===== config.mk =====
export PLATFORM = sky130hd
export DESIGN_NAME = adam_obi_fork_join
export DESIGN_NICKNAME = d
export VERILOG_FILES = /design/src/rtl/adam_obi_fork_join_pkg.sv /design/src/rtl/adam_sync_fifo.sv /design/src/rtl/adam_obi_fork_join.sv
export SDC_FILE = /design/constraint.sdc
export NUM_CORES = 1
export LEC_CHECK = 0
export BUFFER_PORTS_ARGS = -buffer_cell sky130_fd_sc_hd__buf_2
export CAP_MARGIN = 15
export CORE_AREA = 2 2 149 151
export DETAILED_ROUTE_END_ITERATION = 12
export DIE_AREA = 0 0 151 153
export PLACE_DENSITY = 0.58
export SETUP_SLACK_MARGIN = 0.3
export SLEW_MARGIN = 20
export SYNTH_ARGS = -nofsm -noshare
export SYNTH_HDL_FRONTEND = slang
export SYNTH_SLANG_ARGS = --single-unit

===== constraint.sdc =====
create_clock -name clk -period 2.8 [get_ports clk]
set_clock_uncertainty 0.2 [all_clocks]
set_input_delay 0.14 -clock clk [delete_from_list [all_inputs] [get_ports clk]]
set_output_delay 0.14 -clock clk [all_outputs]
set_load 0.05 [all_outputs]

===== src/rtl/adam_obi_fork_join_pkg.sv =====
// rtl/adam_obi_fork_join_pkg.sv - shared widths and channel indices for the OBI fork/join
package adam_obi_fork_join_pkg;

    localparam int CH_DATA = 0;
    localparam int CH_TAGS = 1;

    // Counter able to hold 0..max_count inclusive.
    function automatic int cnt_width(input int max_count);
        return $clog2(max_count) + 1;
    endfunction

    function automatic int ptr_width(input int depth);
        return (depth > 1) ? $clog2(depth) : 1;
    endfunction

endpackage


===== src/rtl/adam_sync_fifo.sv =====
// rtl/adam_sync_fifo.sv - per-channel response queue with optional fall-through bypass
module adam_sync_fifo
    import adam_obi_fork_join_pkg::*;
#(
    parameter int DATA_WIDTH   = 32,
    parameter int DEPTH        = 2,
    parameter int FALL_THROUGH = 0
) (
    input  logic                  clk,
    input  logic                  rst_n,
    input  logic                  push,
    input  logic [DATA_WIDTH-1:0] wdata,
    input  logic                  pop,
    output logic                  valid,
    output logic [DATA_WIDTH-1:0] rdata,
    output logic                  full
);
    localparam int PW = ptr_width(DEPTH);
    localparam int CW = cnt_width(DEPTH);

    logic [DATA_WIDTH-1:0] mem [DEPTH];
    logic [PW-1:0]         rptr;
    logic [PW-1:0]         wptr;
    logic [CW-1:0]         count;
    logic                  empty;
    logic                  bypass;
    logic                  wr;
    logic                  rd;

    assign empty  = (count == '0);
    assign full   = (count == CW'(DEPTH));
    // An entry arriving into an empty queue and consumed the same cycle never gets stored.
    assign bypass = (FALL_THROUGH != 0) && empty && push && pop;
    assign wr     = push && (!full || pop) && !bypass;
    assign rd     = pop && !empty;
    assign valid  = !empty || ((FALL_THROUGH != 0) && push);
    assign rdata  = ((FALL_THROUGH != 0) && empty) ? wdata : mem[rptr];

    function automatic logic [PW-1:0] next_ptr(input logic [PW-1:0] ptr);
        return (ptr == PW'(DEPTH - 1)) ? '0 : ptr + 1'b1;
    endfunction

    always_ff @(posedge clk) begin
        if (!rst_n) begin
            rptr  <= '0;
            wptr  <= '0;
            count <= '0;
        end else begin
            if (wr) begin
                mem[wptr] <= wdata;
                wptr      <= next_ptr(wptr);
            end
            if (rd) begin
                rptr <= next_ptr(rptr);
            end
            count <= count + CW'(wr) - CW'(rd);
        end
    end

endmodule


===== src/rtl/adam_obi_fork_join.sv =====
// rtl/adam_obi_fork_join.sv - forks one OBI request to N channels and joins their responses in order
module adam_obi_fork_join
    import adam_obi_fork_join_pkg::*;
#(
    parameter int NO_CHANNELS     = 2,
    parameter int ADDR_WIDTH      = 32,
    parameter int DATA_WIDTH      = 32,
    parameter int MAX_OUTSTANDING = 2,
    parameter int FALL_THROUGH    = 0
) (
    input  logic                              clk,
    input  logic                              rst_n,
    input  logic                              slv_req,
    output logic                              slv_gnt,
    input  logic [ADDR_WIDTH-1:0]             slv_addr,
    input  logic [NO_CHANNELS-1:0]            slv_we,
    input  logic [DATA_WIDTH/8-1:0]           slv_be,
    input  logic [NO_CHANNELS*DATA_WIDTH-1:0] slv_wdata,
    output logic                              slv_rvalid,
    input  logic                              slv_rready,
    output logic [NO_CHANNELS*DATA_WIDTH-1:0] slv_rdata,
    output logic [NO_CHANNELS-1:0]            mst_req,
    input  logic [NO_CHANNELS-1:0]            mst_gnt,
    output logic [NO_CHANNELS*ADDR_WIDTH-1:0] mst_addr,
    output logic [NO_CHANNELS-1:0]            mst_we,
    output logic [NO_CHANNELS*DATA_WIDTH/8-1:0] mst_be,
    output logic [NO_CHANNELS*DATA_WIDTH-1:0] mst_wdata,
    input  logic [NO_CHANNELS-1:0]            mst_rvalid,
    output logic [NO_CHANNELS-1:0]            mst_rready,
    input  logic [NO_CHANNELS*DATA_WIDTH-1:0] mst_rdata,
    output logic                              err
);
    localparam int CW = cnt_width(MAX_OUTSTANDING);
    localparam int BW = DATA_WIDTH / 8;

    logic [CW-1:0]          outstanding;
    logic [NO_CHANNELS-1:0] gnt_done;
    logic [NO_CHANNELS-1:0] fifo_valid;
    logic [NO_CHANNELS-1:0] fifo_full;
    logic [NO_CHANNELS-1:0] push;
    logic [NO_CHANNELS-1:0] spurious;
    logic [NO_CHANNELS-1:0] overflow;
    logic                   credit_ok;
    logic                   pop;

    assign pop        = slv_rvalid & slv_rready;
    // A pop frees one queue slot in the same cycle, so a request may take its credit immediately.
    assign credit_ok  = (outstanding < CW'(MAX_OUTSTANDING)) | pop;
    assign mst_req    = {NO_CHANNELS{slv_req & credit_ok}} & ~gnt_done;
    assign slv_gnt    = slv_req & credit_ok & (&(gnt_done | mst_gnt));
    assign slv_rvalid = &fifo_valid;
    assign mst_rready = '1;
    assign mst_we     = slv_we;
    assign mst_wdata  = slv_wdata;

    for (genvar i = 0; i < NO_CHANNELS; i++) begin : g_ch
        logic [CW-1:0] pending;

        assign mst_addr[i*ADDR_WIDTH +: ADDR_WIDTH] = slv_addr;
        assign mst_be[i*BW +: BW]                   = slv_be;
        assign push[i]     = mst_rvalid[i] & (pending != '0);
        assign spurious[i] = mst_rvalid[i] & (pending == '0);
        assign overflow[i] = push[i] & fifo_full[i] & ~pop;

        always_ff @(posedge clk) begin
            if (!rst_n) begin
                pending <= '0;
            end else begin
                pending <= pending + CW'(mst_req[i] & mst_gnt[i]) - CW'(push[i]);
            end
        end

        adam_sync_fifo #(
            .DATA_WIDTH  (DATA_WIDTH),
            .DEPTH       (MAX_OUTSTANDING),
            .FALL_THROUGH(FALL_THROUGH)
        ) u_fifo (
            .clk  (clk),
            .rst_n(rst_n),
            .push (push[i]),
            .wdata(mst_rdata[i*DATA_WIDTH +: DATA_WIDTH]),
            .pop  (pop),
            .valid(fifo_valid[i]),
            .rdata(slv_rdata[i*DATA_WIDTH +: DATA_WIDTH]),
            .full (fifo_full[i])
        );
    end

    always_ff @(posedge clk) begin
        if (!rst_n) begin
            outstanding <= '0;
            gnt_done    <= '0;
            err         <= 1'b0;
        end else begin
            outstanding <= outstanding + CW'(slv_gnt) - CW'(pop);
            if (slv_gnt) begin
                gnt_done <= '0;
            end else begin
                gnt_done <= gnt_done | (mst_req & mst_gnt);
            end
            if (|(spurious | overflow)) begin
                err <= 1'b1;
            end
        end
    end

endmodule


### After elaboration in Yosys (flattened, before gate mapping)

Memories as Yosys holds them, arrays and structs flattened. A register that Yosys moved wholly into a read port is not among the register bits.
Index checks and enable logic that the tools add are counted.

| word-level totals | value |
|---|---|
| memory bits (writable) | 128 |
| register bits | 17 |
| memories kept | 2 |
| input bits | 174 |
| output and inout port bits | 209 |

Memory list:

| name | depth | bits a word | rd ports | clocked after memory_dff | write ports | RTL line | RTL |
|---|---|---|---|---|---|---|---|
| g_ch[0].u_fifo.mem | 2 | 32 | 1 | 1 | 1 | adam_sync_fifo.sv:21 | `logic [DATA_WIDTH-1:0] mem [DEPTH];` |
| g_ch[1].u_fifo.mem | 2 | 32 | 1 | 1 | 1 | adam_sync_fifo.sv:21 |  |

| operators by class | value |
|---|---|
| add/subtract/negate cells | 14 |
| equal/unequal tests | 2 |
| bitwise logic cells | 22 |
| multiplexer cells | 14 |
| $lt $le $gt $ge | 1 |
| reductions and logical operators | 20 |

Operators with widths:

| cell | count |
|---|---|
| 2-to-1 mux 1 bit | 14 |
| bitwise AND 1 bit | 13 |
| adder 2 x 1 -> 2 bit | 5 |
| subtractor 2 x 1 -> 2 bit | 5 |
| zero test 2 bit | 4 |
| OR 2 bit | 3 |
| adder 1 bit, second input constant | 4 |
| bitwise AND 2 bit | 2 |
| equality test 2 bit, second input constant | 2 |
| logical AND 1 bit | 4 |
| zero test 1 bit | 4 |
| AND reduction 2 bit | 2 |
| nonzero test 2 bit | 2 |
| OR reduction 2 bit | 2 |
| logical OR 1 bit | 2 |
| < comparator 2 bit, second input constant | 1 |
| inverter 1 bit | 2 |
| inverter 2 bit | 1 |
| OR 1 bit | 1 |

### Depth between registers and ports, before layout

Gate-level depths: netlist of run 1.

| logic depth | value |
|---|---|
| word-level depth | 10 |
| gate-level depth with buffers | 10 |
| mapped depth without buffers | 10 |

### Cells and area by module

From an unflattened synthesis of run 1, not the netlist that was laid out.

| unflattened totals | value |
|---|---|
| cell total of the unflattened synthesis | 448 |
| area total of the unflattened synthesis | 7046.8 um^2 |

Modules (own cells, without submodules):

| module | times used | area an instance (um^2) | cells an instance |
|---|---|---|---|
| adam_sync_fifo | 2 | 2731.4 | 125 |
| adam_obi_fork_join | 1 | 1584.0 | 198 |

### Worst setup path after synthesis of run 1

OpenSTA, ideal clock, no wires.

| timing | value |
|---|---|
| path kind | register -> register |
| from | register g_ch[1].u_fifo.count[1] |
| to | memory g_ch[0].u_fifo.mem[0][0] (enable) |
| path buffers | 0 |
| setup time | 421 ps |
| arrival time | 2016 ps |
| clock period less this slack | 2637 ps |
| slack | 163 ps |
| cell stages (with the launch flop) | 4 |
| cell sequence | dfxtp_1 > o21a_1 > o211ai_1 > nor2_1 |

| between the ends | value |
|---|---|
| word-level cells in the longest chain between the ends | 9 |

Ends and longest elaborated chain:

| item | RTL line | RTL |
|---|---|---|
| from (decl) | adam_sync_fifo.sv:24 | `logic [CW-1:0] count;` |
| from (signal assigned) | adam_sync_fifo.sv:56 | `count <= count + CW'(wr) - CW'(rd);` |
| zero test 2 bit | adam_sync_fifo.sv:30 | `assign empty = (count == '0);` |
| zero test 1 bit | adam_sync_fifo.sv:36 | `assign valid = !empty \|\| ((FALL_THROUGH != 0) && push);` |
| AND reduction 2 bit | adam_obi_fork_join.sv:51 | `assign slv_rvalid = &fifo_valid;` |
| bitwise AND 1 bit | adam_obi_fork_join.sv:46 | `assign pop = slv_rvalid & slv_rready;` |
| logical OR 1 bit | adam_sync_fifo.sv:34 | `assign wr = push && (!full \|\| pop) && !bypass;` |
| logical AND 1 bit | adam_sync_fifo.sv:34 |  |
| 2-to-1 mux 1 bit | adam_sync_fifo.sv:49 | `if (wr) begin` |
| 2-to-1 mux 1 bit | adam_sync_fifo.sv:44 | `if (!rst_n) begin` |
| 2-to-1 mux 1 bit (not written as such) | adam_sync_fifo.sv:50 | `mem[wptr] <= wdata;` |
| to (decl) | adam_sync_fifo.sv:21 |  |

No other way between the ends.

### Final worst setup path of run 1

| timing | value |
|---|---|
| from | register g_ch[1].u_fifo.count[1] |
| to | register g_ch[1].pending[1] |

| between the ends | value |
|---|---|
| word-level cells in the longest chain between the ends | 10 |

Ends and longest elaborated chain:

| item | RTL line | RTL |
|---|---|---|
| zero test 2 bit | adam_sync_fifo.sv:30 |  |
| zero test 1 bit | adam_sync_fifo.sv:36 |  |
| AND reduction 2 bit | adam_obi_fork_join.sv:51 |  |
| bitwise AND 1 bit | adam_obi_fork_join.sv:46 |  |
| OR 1 bit | adam_obi_fork_join.sv:48 | `assign credit_ok = (outstanding < CW'(MAX_OUTSTANDING)) \| pop;` |
| bitwise AND 1 bit | adam_obi_fork_join.sv:49 | `assign mst_req = {NO_CHANNELS{slv_req & credit_ok}} & ~gnt_done;` |
| bitwise AND 2 bit | adam_obi_fork_join.sv:49 |  |
| bitwise AND 1 bit | adam_obi_fork_join.sv:69 | `pending <= pending + CW'(mst_req[i] & mst_gnt[i]) - CW'(push[i]);` |
| adder 2 x 1 -> 2 bit | adam_obi_fork_join.sv:69 |  |
| subtractor 2 x 1 -> 2 bit | adam_obi_fork_join.sv:69 |  |
| to (signal assigned) | adam_obi_fork_join.sv:69 |  |
| to (decl) | adam_obi_fork_join.sv:57 | `logic [CW-1:0] pending;` |

No other way between the ends.
A chain may end at the register's enable or synchronous reset.

==> out/qor.yml, run 1 <==
sta:
  setup_viol: 0
  post-route-min-period_ns: 2.28
  hold_slack_ns: 0.0800
  rsz0062_at_grt: "false"
  finalCritPeriodShare_pct: 81.3
  hold_viol_final: 0
  max_freq_ghz: 0.439
  maxSlewViolCount: 0
  setup_ws_ns: 0.523
  fin_tns_setup_ns: 0
clock_tree:
  cts_htree_levels: 4
  root_buffer: "clkbuf_16"
  clock_path_buffers: 2
  cts_tree: "yes"
  postCtsSetupBuffers: 0
  insertion_delay_ns: 0.42
  clk_pin_slew_ns: 0.06
  cts.sinks: 147
  cts_made_buffers: 17
finish:
  final_common_cell: "buf_2"
  fin_area_um2: 8000
  layout-drive-gt1-share_pct: 44.0
  final_cell_mix: "buf_2 (140), edfxtp_1 (128), dlygate4sd3_1 (73), mux2_2 (60), dfxtp_1 (18)"
  fin_cells: 842
  syn2layout_area_growth_pct: 19.8
  final_net_count: 733
  antenna_cells: 0
  fin_util_pct: 37.2
routing:
  wl_per_cell_um: 18.5
  ant_nets: 0
  drt-initial-drc-count: 152
  wl_um: 15600
  vias_per_cell: 4.32
  drc: 0
  dr.pass1.iters: 4
  vias: 3638
critical_path:
  crit_buf_inv: 2
  slowest_delay_ns: 0.47
  r2r-start: "g_ch[1].u_fifo.count[1]"
  worstPathMaxFanout: 7
  start_kind: "flip-flop"
  reg2reg_to: "g_ch[1].pending[1]"
  cp.required_ns: 2.93
  cp_slowest_cell: "dfxtp_1"
  worstRegToRegCells: 10
  endpoint_kind: "flip-flop"
  crit_family: "flip-flops"
  crit_arrival_ns: 2.41
  ff2ff_setup_slack_ns: 0.52
  cp_common_cell: "ha_1"
  critical_path_class: "flip-flop to flip-flop"
  cp_cell_sequence: "o221ai_4 -> inv_2 -> o21ai_2 -> nand3b_1 -> ha_1 -> inv_1 -> ha_1 -> xor2_1 -> and2_1 -> nor3_1"
power:
  powerDensity_nw_per_um2: 792
  p_switching_mw: 1.99
  leakagePower_nw: 3.08
  p_sw_share_pct: 31.3
  clkPwrFrac_pct: 34.1
  power.internal_mw: 4.35
  pwr-share-seq_pct: 43.3
  peakVddDrop_uv: 319
  pwr-share-comb_pct: 22.7
  p_total_mw: 6.34
global_routing:
  grt_max_degree: 33
  grt_usage_pct: 13.2
  grt_overflow: 0
  antenna_found_initial: 0
  grt_pass1_wl_um: 22100
  grt_pass1_vias: 3841
run_status:
  status: "complete, no violations"
synth:
  avgSynthCellArea_um2: 14.5
  synth_seq_cells: 147
  synth_ff_type: "edfxtp_1"
  synth.largest_area_cell: "edfxtp_1"
  async_flop_share_pct: 0
  yosysUniqueCellTypes: 35
  synth_top_area_share_pct: 57.5
  syn_inst: 460
  synth-edff-count: 128
  synth_seq_area_share_pct: 63.2
  synth_area_um2: 6680
  synthTopCellsByArea: "edfxtp_1 (58%), buf_4 (16%), mux2_2 (10%)"
  ys_warn_count: 0
min_path:
  worstHoldStart: "slv_be[2]"
  hold_depth: 0
  hold_path_end: "mst_be[2]"
  hp-class: "input port to primary output"
floorplanning:
  core_um2: 21500
  die_w_um: 151
  start_util_pct: 31.1
  num_io_pins: 383
  fp.dieH_um: 153
  dieArea_um2: 23100
  std_cell_rows: 54
job:
  maxCapViolCount: 0
placement:
  placed_area_um2: 6690
  placed_cells: 737
  post-dp-hpwl_um: 11300
  pre_cts_slack_ns: 0.515
  port_buffers: 140
  gp_congestion: 0.736
## worst reg2reg max path, delay by kind of cell, from the launching register on
family | cells | cell delay [ns]
buf+inv | 2 | 0.19
fa+ha+maj | 2 | 0.45
compound gates | 2 | 0.27
simple gates | 3 | 0.46
flops | 1 | 0.47
xor+xnor | 1 | 0.15
## layer usage
| metal | wire length (um) | track usage [%] | up-vias |
|---|---|---|---|
| li1 | - | - | 1661 |
| met1 | 4910 | 11.2 | 1681 |
| met2 | 7350 | 21.2 | 210 |
| met3 | 2470 | 10.1 | 82 |
| met4 | 760 | 8.01 | 4 |
| met5 | 85 | 3.04 | - |
## state kept, by name (all words and copies together), names as in the netlist, named ones only
signal	count
err	1
g_ch.pending	4
g_ch.u_fifo.count	4
g_ch.u_fifo.mem	128
g_ch.u_fifo.rptr	2
g_ch.u_fifo.wptr	2
gnt_done	2
outstanding	2
## worst max-delay path by stage
stage,start,to,depth (start not counted)
detailed placement,g_ch[1].u_fifo.count[1],g_ch[1].pending[1],10
CTS,g_ch[1].u_fifo.count[1],g_ch[1].pending[1],10
global placement,g_ch[1].u_fifo.count[1],g_ch[0].pending[1],10
floorplan,g_ch[0].u_fifo.count[1],g_ch[1].u_fifo.mem[1][0],3
global route,g_ch[1].u_fifo.count[1],g_ch[1].pending[1],10
finish,g_ch[1].u_fifo.count[1],g_ch[1].pending[1],10
## logic make-up after synthesis
| family | after synthesis | synth area share (%) |
|---|---|---|
| AO/OA/AOI/OAI | 26 | 2.75 |
| buffers and inverters | 167 | 17.4 |
| flip-flops | 147 | 63.2 |
| adder cells (fa/ha/maj) | 10 | 1.87 |
| multiplexers | 64 | 10.8 |
| XOR/XNOR | 8 | 1.05 |
| other | 1 | 0.0561 |
| AND/OR/NAND/NOR | 37 | 2.87 |
## Yosys cell counts, types with 6 or more instances
master and instances:
and2_1 8, buf_2 6, buf_4 140, dfxtp_1 19
edfxtp_1 128, ha_1 10, inv_1 16, mux2_2 60
nor2_1 14, o21ai_0 6
## repair_timing
| action | in CTS | in global routing |
|---|---|---|
| endpoints found under the setup margin | 0 | 1 |
| gates resized for setup | 0 | 2 |
| hold buffers | 73 | 0 |
| endpoints found under the hold margin | 138 | 0 |
## power by group through the flow
stage          Combinational (mW)  Clock (mW)  Sequential, mW
2_1_floorplan                1.55           0            2.78
3_3_place_gp                 1.35           0            2.77
3_5_place_dp                 1.36           0            2.78
4_1_cts                      1.46        2.23            2.74
5_1_grt                      1.54        2.32            2.76
6_report                     1.44        2.16            2.74
## layout make-up
type / instances / area [um2]
well taps: 280 / 350
multi-input cells: 147 / 1310
flip-flops and latches: 147 / 4230
inverters: 17 / 63.8
repair buffers: 219 / 1480
clock inverters: 15 / 148
fillers: 2017 / 13500
clock buffers: 17 / 425
Power figures use the tool's default switching activity.
==> inputs of run 2 (changes only) <==
- PLACE_DENSITY: 0.58 -> 0.56
- clock period: 2.8 -> 2.1 ns (I/O delays scaled with it)
==> run 2 against run 1 <==
Register-to-register slack worse by 0.45 ns. Die area unchanged. Final area up 29%.
==> out/qor.yml, run 2 (same netlist as run 1, synthesis figures left out) <==
routing:
  vias: 4059  # +12%
  wl_per_cell_um: 21.5  # +16%
  vias_per_cell: 4.48  # +3.7%
  ant_nets: 0  # unchanged
  dr.pass1.iters: 4  # unchanged
  drt-initial-drc-count: 157  # +3.3%
  drc: 0  # unchanged
  wl_um: 19500  # +25%
critical_path:
  cp.required_ns: 2.24  # -0.69 ns
  r2r-start: "g_ch[1].u_fifo.count[1]"
  crit_arrival_ns: 2.17  # -0.24 ns
  critical_path_class: "flip-flop to flip-flop"
  cp_slowest_cell: "dfxtp_4"
  worstSetupStartpoint: "g_ch[1].u_fifo.count[1]"
  cp_cell_sequence: "o221ai_4 -> buf_6 -> buf_6 -> inv_4 -> ha_4 -> inv_4 -> ha_4 -> xor2_2 -> and2_4 -> nor3_2"
  worstPathMaxFanout: 4  # -3
  slowest_delay_ns: 0.36  # -0.11 ns
  endpoint_kind: "flip-flop"
  start_kind: "flip-flop"
global_routing:
  antenna_found_initial: 0  # unchanged
  grt_pass1_vias: 4378  # +14%
  grt_overflow: 0  # unchanged
  grt_pass1_wl_um: 27000  # +22%
  grt_usage_pct: 16.0  # +2.8 points
  grt_max_degree: 33  # unchanged
power:
  peakVddDrop_uv: 499  # +56%
  powerDensity_nw_per_um2: 970  # +22%
  leakagePower_nw: 4.00  # +30%
  p_total_mw: 9.97  # +57%
clock_tree:
  insertion_delay_ns: 0.41  # about the same
  cts.sinks: 147  # unchanged
  cts_made_buffers: 17  # unchanged
  clk_pin_slew_ns: 0.07  # about the same
  clock_path_buffers: 2  # unchanged
  cts_htree_levels: 4  # unchanged
  root_buffer: "clkbuf_16"
  cts_tree: "yes"
sta:
  rsz0062_at_grt: "true"
  hold_viol_final: 0  # unchanged
  post-route-min-period_ns: 2.03  # -0.250 ns
  maxSlewViolCount: 0  # unchanged
  max_freq_ghz: 0.493  # +12%
  fin_tns_setup_ns: 0  # unchanged
  finalCritPeriodShare_pct: 96.5  # +15 points
  setup_viol: 0  # unchanged
finish:
  final_cell_mix: "edfxtp_1 (128), dlygate4sd3_1 (72), buf_2 (72), buf_8 (67), mux2_4 (64)"
  max_flop_register: "g_ch.u_fifo.mem"
  syn2layout_area_growth_pct: 54.0
  final_common_cell: "edfxtp_1"
  antenna_cells: 0  # unchanged
  final_net_count: 797  # +8.7%
  layout-drive-gt1-share_pct: 56.1  # +12 points
  fin_area_um2: 10300  # +29%
  largest_reg_flops: 128  # unchanged
  largestRegisters: "g_ch.u_fifo.mem (128), g_ch.pending (4), g_ch.u_fifo.count (4)"
run_status:
  status: "complete, no violations"
floorplanning:
  std_cell_rows: 54  # unchanged
  fp.dieH_um: 153  # unchanged
  num_io_pins: 383  # unchanged
  dieArea_um2: 23100  # unchanged
  die_w_um: 151  # unchanged
  core_um2: 21500  # unchanged
  start_util_pct: 31.1  # unchanged
min_path:
  hp-class: "input port to primary output"
  worstHoldStart: "slv_addr[1]"
placement:
  port_buffers: 140  # unchanged
  gp_congestion: 0.764  # +3.8%
  placed_area_um2: 6860  # +2.6%
  post-dp-hpwl_um: 12100  # +6.4%
job:
  maxCapViolCount: 0  # unchanged
[run 2: cell types whose count changed in the layout (fill, tap and decap cells not counted), sizes merged]
cell         change
buf             +60
clkbuf           +5
clkinv           -2
clkinvlp         +4
dlygate4sd3      -1
inv              -2
[run 2: where the power goes]
part	switching, mW	internal (mW)
sequential	0.151	3.53
clock	1.26	1.66
combinational	1.68	1.69
total	3.09	6.88
[run 2: timing repair]
item	4_1_cts	5_1_grt
pin swaps	11	22
buffers inserted	30	9
cloned	12	7
hold buffers	72	0
endpoints found under the hold margin	144	0
setup endpoints to repair	156	206
gates resized for setup	233	123
[run 2: path summary, 6_finish.rpt]
check / slack, ns / cells after the start / endpoint
min: 0.01 / 0 / mst_addr[1]
max reg2reg: 0.07 / 10 / g_ch[0].u_fifo.count[1]
max: 0.07 / 10 / g_ch[0].u_fifo.count[1]
min reg2reg: 0.30 / 2 / g_ch[1].u_fifo.wptr
[run 2: metrics by stage]
step           cells  utilization, %  hold WS, ns  setup slack, ns
2_1_floorplan    461               -      0.00387           0.0721
3_3_place_gp     744            31.9       0.0103            0.102
3_5_place_dp     744            31.9       0.0103           0.0150
4_1_cts          890            44.5       0.0103           0.0376
5_1_grt          906            47.9       0.0101          -0.0114
6_report         906            47.9       0.0100           0.0731
[run 2: area by class of cell]
| cell class | instances | area [um2] |
|---|---|---|
| Sequential cell | 147 | 4250 |
| Clock inverter | 15 | 148 |
| Tap cell | 280 | 350 |
| Fill cell | 1804 | 11200 |
| Inverter | 17 | 77.6 |
| Multi-Input combinational cell | 147 | 1760 |
| Clock buffer | 17 | 425 |
| Timing Repair Buffer | 283 | 3270 |
[run 2: layer usage]
metal / global-route usage (%) / part of all wire (%)
met2: 26.9 / 51
met1: 15.5 / 33
met4: 7.17 / 3.1
met5: 3.26 / 0.42
met3: 9.31 / 12
[run 2: critical path: cells and delay by family (launching register included)]
kind,cells,cell delay [ns]
fa+ha+maj,2,0.41
simple gates,2,0.27
buf+inv,4,0.32
xor+xnor,1,0.17
compound gates,1,0.23
flops,1,0.36
